File: src/rtl/fwd_scoreboard_if.sv
// rtl/fwd_scoreboard_if.sv - decode-side bundle between ID stage and forwarding scoreboard
interface fwd_scoreboard_if #(
  parameter int DATA_W = 32,
  parameter int RW     = 5,
  parameter int NSRC   = 2,
  parameter int DEPTH  = 3,
  parameter int SW     = $clog2(DEPTH + 1)
);
  logic                    issue_valid;
  logic                    issue_regwr;
  logic [RW-1:0]           issue_rd;
  logic                    issue_load;
  logic                    flush;
  logic [NSRC*RW-1:0]      src_rs;
  logic [NSRC-1:0]         src_used;
  logic [NSRC*DATA_W-1:0]  rf_data;
  logic [DEPTH*DATA_W-1:0] stage_data;
  logic                    cnt_clr;
  logic [NSRC*DATA_W-1:0]  src_data;
  logic [NSRC*SW-1:0]      fwd_sel;
  logic                    stall;
  logic [15:0]             stall_cnt;

  modport master (
    output issue_valid, issue_regwr, issue_rd, issue_load, flush,
    output src_rs, src_used, rf_data, stage_data, cnt_clr,
    input  src_data, fwd_sel, stall, stall_cnt
  );

  modport slave (
    input  issue_valid, issue_regwr, issue_rd, issue_load, flush,
    input  src_rs, src_used, rf_data, stage_data, cnt_clr,
    output src_data, fwd_sel, stall, stall_cnt
  );
endinterface

File: src/rtl/fwd_scoreboard.sv
// rtl/fwd_scoreboard.sv - in-flight writer scoreboard: youngest-writer forwarding, load-use stall, stall counter
module fwd_scoreboard #(
  parameter int DATA_W   = 32,
  parameter int RW       = 5,
  parameter int NSRC     = 2,
  parameter int DEPTH    = 3,
  parameter int ALU_LAT  = 0,
  parameter int LOAD_LAT = 1,
  parameter int SW       = $clog2(DEPTH + 1)
) (
  input  logic            CLK,
  input  logic            nRST,
  fwd_scoreboard_if.slave bus
);
  localparam logic [SW-1:0] ALU_RDY  = SW'(ALU_LAT);
  localparam logic [SW-1:0] LOAD_RDY = SW'(LOAD_LAT);

  logic [DEPTH-1:0]       slot_valid;
  logic [DEPTH-1:0]       slot_regwr;
  logic [DEPTH-1:0]       slot_load;
  logic [RW-1:0]          slot_rd [DEPTH];

  logic [NSRC-1:0]        raw_stall;
  logic                   stall;
  logic                   admit;
  logic [15:0]            stall_cnt_q;
  logic [NSRC*DATA_W-1:0] src_data_c;
  logic [NSRC*SW-1:0]     fwd_sel_c;

  assign admit = bus.issue_valid && !stall && !bus.flush;

  // Slots shift every edge; a stalled or flushed ID stage becomes a bubble in slot 0.
  always_ff @(posedge CLK or negedge nRST) begin
    if (!nRST) begin
      slot_valid <= '0;
      slot_regwr <= '0;
      slot_load  <= '0;
      for (int k = 0; k < DEPTH; k++) begin
        slot_rd[k] <= '0;
      end
    end else begin
      slot_valid[0] <= admit;
      slot_regwr[0] <= admit && bus.issue_regwr;
      slot_load[0]  <= admit && bus.issue_load;
      slot_rd[0]    <= bus.issue_rd;
      for (int k = 1; k < DEPTH; k++) begin
        slot_valid[k] <= slot_valid[k-1];
        slot_regwr[k] <= slot_regwr[k-1];
        slot_load[k]  <= slot_load[k-1];
        slot_rd[k]    <= slot_rd[k-1];
      end
    end
  end

  always_comb begin
    logic              hit;
    logic              win_load;
    logic [SW-1:0]     win;
    logic [DATA_W-1:0] win_data;
    logic [RW-1:0]     rs;
    src_data_c = bus.rf_data;
    fwd_sel_c  = '0;
    raw_stall  = '0;
    hit        = 1'b0;
    win_load   = 1'b0;
    win        = '0;
    win_data   = '0;
    rs         = '0;
    for (int i = 0; i < NSRC; i++) begin
      rs       = bus.src_rs[i*RW +: RW];
      hit      = 1'b0;
      win_load = 1'b0;
      win      = '0;
      win_data = '0;
      // Scan oldest to youngest so the youngest matching writer is the one left standing.
      for (int k = DEPTH - 1; k >= 0; k--) begin
        if (slot_valid[k] && slot_regwr[k] && (slot_rd[k] == rs) &&
            (rs != '0) && bus.src_used[i]) begin
          hit      = 1'b1;
          win      = SW'(k);
          win_load = slot_load[k];
          win_data = bus.stage_data[k*DATA_W +: DATA_W];
        end
      end
      if (hit) begin
        if (win >= (win_load ? LOAD_RDY : ALU_RDY)) begin
          fwd_sel_c[i*SW +: SW]          = win + SW'(1);
          src_data_c[i*DATA_W +: DATA_W] = win_data;
        end else begin
          raw_stall[i] = 1'b1;
        end
      end
    end
  end

  assign stall = (|raw_stall) && !bus.flush;

  always_ff @(posedge CLK or negedge nRST) begin
    if (!nRST) begin
      stall_cnt_q <= '0;
    end else if (bus.cnt_clr) begin
      stall_cnt_q <= '0;
    end else if (stall && (stall_cnt_q != 16'hFFFF)) begin
      stall_cnt_q <= stall_cnt_q + 16'd1;
    end
  end

  assign bus.src_data  = src_data_c;
  assign bus.fwd_sel   = fwd_sel_c;
  assign bus.stall     = stall;
  assign bus.stall_cnt = stall_cnt_q;
endmodule

File: src/flat_wrapper.sv
// flat-port wrapper written by rule: the top's interface ports become plain ports
module fwd_scoreboard_flat 
#(
  parameter int DATA_W   = 32,
  parameter int RW       = 5,
  parameter int NSRC     = 2,
  parameter int DEPTH    = 3,
  parameter int ALU_LAT  = 0,
  parameter int LOAD_LAT = 1,
  parameter int SW       = $clog2(DEPTH + 1)
)
  (CLK, nRST, bus_issue_valid, bus_issue_regwr, bus_issue_rd, bus_issue_load, bus_flush, bus_src_rs, bus_src_used, bus_rf_data, bus_stage_data, bus_cnt_clr, bus_src_data, bus_fwd_sel, bus_stall, bus_stall_cnt);
  fwd_scoreboard_if #(.DATA_W(DATA_W), .RW(RW), .NSRC(NSRC), .DEPTH(DEPTH), .SW(SW)) bus_i ();
  input  logic CLK;
  input  logic nRST;
  input wire logic [$bits(bus_i.issue_valid)-1:0] bus_issue_valid;
  input wire logic [$bits(bus_i.issue_regwr)-1:0] bus_issue_regwr;
  input wire logic [$bits(bus_i.issue_rd)-1:0] bus_issue_rd;
  input wire logic [$bits(bus_i.issue_load)-1:0] bus_issue_load;
  input wire logic [$bits(bus_i.flush)-1:0] bus_flush;
  input wire logic [$bits(bus_i.src_rs)-1:0] bus_src_rs;
  input wire logic [$bits(bus_i.src_used)-1:0] bus_src_used;
  input wire logic [$bits(bus_i.rf_data)-1:0] bus_rf_data;
  input wire logic [$bits(bus_i.stage_data)-1:0] bus_stage_data;
  input wire logic [$bits(bus_i.cnt_clr)-1:0] bus_cnt_clr;
  output wire logic [$bits(bus_i.src_data)-1:0] bus_src_data;
  output wire logic [$bits(bus_i.fwd_sel)-1:0] bus_fwd_sel;
  output wire logic [$bits(bus_i.stall)-1:0] bus_stall;
  output wire logic [$bits(bus_i.stall_cnt)-1:0] bus_stall_cnt;
  assign bus_i.issue_valid = bus_issue_valid;
  assign bus_i.issue_regwr = bus_issue_regwr;
  assign bus_i.issue_rd = bus_issue_rd;
  assign bus_i.issue_load = bus_issue_load;
  assign bus_i.flush = bus_flush;
  assign bus_i.src_rs = bus_src_rs;
  assign bus_i.src_used = bus_src_used;
  assign bus_i.rf_data = bus_rf_data;
  assign bus_i.stage_data = bus_stage_data;
  assign bus_i.cnt_clr = bus_cnt_clr;
  assign bus_src_data = bus_i.src_data;
  assign bus_fwd_sel = bus_i.fwd_sel;
  assign bus_stall = bus_i.stall;
  assign bus_stall_cnt = bus_i.stall_cnt;
  fwd_scoreboard #(.DATA_W(DATA_W), .RW(RW), .NSRC(NSRC), .DEPTH(DEPTH), .ALU_LAT(ALU_LAT), .LOAD_LAT(LOAD_LAT), .SW(SW)) u_core (.CLK(CLK), .nRST(nRST), .bus(bus_i));
endmodule
File: config.mk
export PLATFORM = sky130hd
export DESIGN_NAME = fwd_scoreboard_flat
export DESIGN_NICKNAME = d
export VERILOG_FILES = /design/src/rtl/fwd_scoreboard_if.sv /design/src/rtl/fwd_scoreboard.sv /design/src/flat_wrapper.sv
export SDC_FILE = /design/constraint.sdc
export NUM_CORES = 1
export LEC_CHECK = 0
export BUFFER_PORTS_ARGS = -buffer_cell sky130_fd_sc_hd__buf_2
export CORE_ASPECT_RATIO = 0.6
export CORE_MARGIN = 3
export CORE_UTILIZATION = 36
export DETAILED_ROUTE_END_ITERATION = 6
export PLACE_DENSITY_LB_ADDON = 0.12
export SETUP_SLACK_MARGIN = 0.02
export SYNTH_ARGS = -nofsm -noshare
export SYNTH_HDL_FRONTEND = slang
export SYNTH_SLANG_ARGS = --single-unit
File: constraint.sdc
create_clock -name CLK -period 6.6 [get_ports CLK]
set_clock_uncertainty 0.2 [all_clocks]
set_input_delay 1.32 -clock CLK [delete_from_list [all_inputs] [get_ports CLK]]
set_output_delay 1.32 -clock CLK [all_outputs]
set_load 0.05 [all_outputs]
==> summary.log <==
[flow_run] max-cap viol count 0
[clock_tree] insertion delay to the later sink of the worst-skew pair 0.28 ns
[floorplanning] floorplan row count 29
[setup_path] data arrival at the endpoint of the critical path 4.67 ns
[synth] count of flip-flops with a built-in enable after synthesis 0
[sta] actual slew at the worst max-slew pin 0.911 ns
[power] total leakage power 2.68 nW
[synth] main area contributors after synthesis dfrtp_1 (24%), a32oi_1 (14%), mux2_2 (9.2%), nor2_1 (7.6%), a211oi_1 (5.8%)
[grt] antenna violations before repair 0
[clock_tree] number of clock sinks 40
[synth] synthesized area per cell 8.11 sq um
[setup_path] Setup Crit Path Kind input pin to output port
[sta] Setup TNS Final 0 ns
[grt] wire length of the first global-routing pass 24700 microns
[setup_path] worst reg2reg path startpoint u_core.slot_rd[8]$_DFF_PN0_
[clock_tree] CTS resizes 0
[setup_path] cell class contributing the biggest share of worst-path delay simple AND/OR/NAND/NOR gates
[clock_tree] Setup Fix Bufs, Post-CTS 0
[route] per-cell routed wire length 17.8 microns
[clock_tree] CTS clock-pin slew for the worst setup and hold paths 0.06 ns
[power] share of total power in sequential cells 35.7%
[hold_path] type of the worst min-delay path flop to flop
[setup_path] required time reported for the critical path endpoint 5.08 ns
[sta] final critical-path required period 6.19 ns
[synth] most frequent cells after synthesis nor2_1 (85), a32oi_1 (65), a21oi_1 (43)
[clock_tree] number of CTS-inserted buffers 5
[place] Placed Area 5590 sq um
[clock_tree] CTS max path bufs 2
[route] final antenna-violating net count 0
[setup_path] CP startpoint bus_src_rs[9]
[synth] post-synthesis net count 702
[floorplanning] height of the die 89.4 microns
[sta] final clock period utilization by the worst path 93.7%
[synth] Synth Instances 515
[grt] pin count of the biggest net entering global routing 66
[grt] total routing resource utilization after global routing 22.9%
[sta] setup repair after global routing missed its margin false
[synth] Async S/R FF share, synth 100%
[power] Total Power Consumption 0.725 mW
[place] last weighted congestion value of the routability-driven placer 0.841
[place] Port-buffer cells 268
[synth] most frequent cell after synthesis nor2_1
[clock_tree] Clk Tree Root Cell clkbuf_16
[setup_path] critical path endpoint category output port
[synth] number of register bits inferred by synthesis 40
[floorplanning] Die Wd 145 microns
[route] Vias/cell 5.58
[synth] sequential share of the synthesized area 24.0%
[synth] most frequently used flop master after synthesis dfrtp_1
[setup_path] Critical Path Slowest Stage Cell nor3_2
[sta] Fin Hold WS 0.201 ns
[sta] count of final setup violators 0
[sta] Hold Fails Final Rpt 0
[route] DRC marker count from the first detailed-route iteration 310
[setup_path] most frequent cell on the critical path buf_2
[clock_tree] TritonCTS clock tree built
[power] fraction of power spent switching nets 33.2%
[cells_and_area] net count reported at finish 936
[sta] normalized max-slew margin 39.3%
[synth] area of the mapped netlist 4180 sq um
[run_status] outcome completed
[setup_path] critical path cell sequence buf_2, xnor2_1, nand4_1, nor3_2, buf_4, nand2_1, ha_1, nor2_1, mux2_2, buf_12, a211oi_1, a21o_1, buf_2
[setup_path] sort of element at the start of the critical path input pin
[clock_tree] CTS Hold Buffers Added 0
[route] count of unresolved DRC violations after routing 0
[cells_and_area] layout overhead on the synthesized area 37.2%
[cells_and_area] antenna cells 0
[grt] total congestion overflow 0
[place] HPWL Detailed 12500 microns
[floorplanning] initial core utilization 38.3%
[floorplanning] die area 13000 sq um
[synth] count of unique library cells instantiated by Yosys 46
[cells_and_area] fraction of final layout cells with drive strength greater than 1 44.5%
[route] via count 5049
[power] IR Drop Worst-Case VDD 0.136 mV
[floorplanning] Ports 269
[cells_and_area] Final Util 52.5%
[synth] warnings from Yosys 0
[sta] final slew viol count 0
[grt] via count of the first global-routing pass 4798
[power] Internal Dissipation 0.484 mW
[sta] maximum clock frequency 162 MHz
[floorplanning] CORE AREA 10900 sq um
[synth] cell accounting for the most synthesized area dfrtp_1
[clock_tree] H-Tree Depth 2
[route] final routed wirelength across all metal layers 16100 microns
[route] detailed-router iteration count before antenna repair 5
[power] share of total power in combinational logic 30.4%
[setup_path] Buf/Inv on CP 4
[cells_and_area] design area 5730 sq um
[power] Sw Pwr 0.240 mW
[cells_and_area] Fillers 1061
[synth] share of the synthesized area in the top cell type 24.0%
[hold_path] startpoint of the most critical hold path u_core.slot_valid[0]$_DFF_PN0_
[power] power density over cell area 126 nW/um^2
[power] fraction of power consumed by the clock network 33.9%
[setup_path] maximum fanout along the worst path 65
[setup_path] Critical Path Max Stage Delay 0.71 ns
==> power by group through the flow <==
stage / combinational, mW / sequential [mW] / clock [mW]
final: 0.220 / 0.259 / 0.245
after global routing: 0.235 / 0.260 / 0.267
after CTS: 0.220 / 0.259 / 0.252
after detailed placement: 0.220 / 0.263 / 0
after global placement: 0.218 / 0.264 / 0
after floorplan: 0.125 / 0.262 / 0
==> through the flow <==
stage	setup slack (ns)	instances
global route	0.210	905
global placement	0.616	897
detailed placement	0.440	897
floorplan	0.436	515
CTS	0.440	905
finish	0.413	905
==> flip-flops by register name, indices dropped and copies added, names as in the netlist <==
name,count
u_core.bus.stall_cnt,16
u_core.slot_load,3
u_core.slot_rd,15
u_core.slot_regwr,3
u_core.slot_valid,3
==> cells by family after synthesis <==
group	share of synthesized area [%]
compound gates	35.1
fa+ha+maj	0.899
flops	24.0
buf+inv	6.44
xor+xnor	7.76
simple gates	16.4
mux	9.40
==> worst reg2reg max path, stage by stage (launching register included) <==
cell,delay (ns)
dfrtp_1,0.42
xnor2_1,0.15
nand4_1,0.18
nor3_2,0.71
buf_4,0.43
nand2_1,0.11
ha_1,0.35
a2111oi_4,0.62
o21ai_2,0.26
or3_2,0.52
a21oi_1,0.16
==> layout make-up <==
| type | instances | area (sq um) | area share [%] |
|---|---|---|---|
| Inverter | 5 | 18.8 | 0.327 |
| Clock buffer | 8 | 146 | 2.55 |
| Timing Repair Buffer | 278 | 1440 | 25.1 |
| Tap cell | 155 | 194 | 3.38 |
| Sequential cell | 40 | 1000 | 17.5 |
| Multi-Input combinational cell | 419 | 2930 | 51.1 |
==> per-layer routing <==
layer,part of all wire (%),global-route usage (%),vias up
met3,7.7,5.62,18
met4,1.3,4.31,0
met1,45,30.8,2342
li1,-,-,2448
met5,0,0,-
met2,46,38.2,241
==> layout by cell type, fill, tap and decap left out, drive strengths merged, types with 2 or more instances in the layout <==
master | synthesis | layout
or4 | 3 | 3
clkbuf | 23 | 8
nand3 | 10 | 10
mux2 | 34 | 34
a21o | 32 | 32
and4 | 2 | 2
and2 | 4 | 4
nand2 | 11 | 11
nor3 | 6 | 6
a32oi | 65 | 65
nor2b | 3 | 3
nand4 | 4 | 4
dfrtp | 40 | 40
o211ai | 4 | 4
ha | 3 | 3
a21oi | 44 | 44
and3 | 5 | 5
nor4 | 2 | 2
buf | 27 | 278
or3 | 9 | 9
xnor2 | 26 | 26
xor2 | 11 | 11
or2 | 2 | 2
nor2 | 86 | 86
a211oi | 32 | 32
inv | 5 | 5
o21ai | 13 | 13
==> path summary, 6_finish.rpt <==
check	cells past startpoint	slack (ns)	end
setup / recovery	13	0.41	bus_src_data[61]
hold / removal	0	0.20	u_core.slot_valid[1]$_DFF_PN0_
setup reg to reg	10	2.42	u_core.bus.stall_cnt[7]$_DFFE_PN0P_
hold reg to reg	0	0.20	u_core.slot_valid[1]$_DFF_PN0_
max in group asynchronous	1	4.67	u_core.bus.stall_cnt[10]$_DFFE_PN0P_
min in group asynchronous	1	0.97	u_core.slot_rd[11]$_DFF_PN0_
Power figures use the tool's default switching activity.
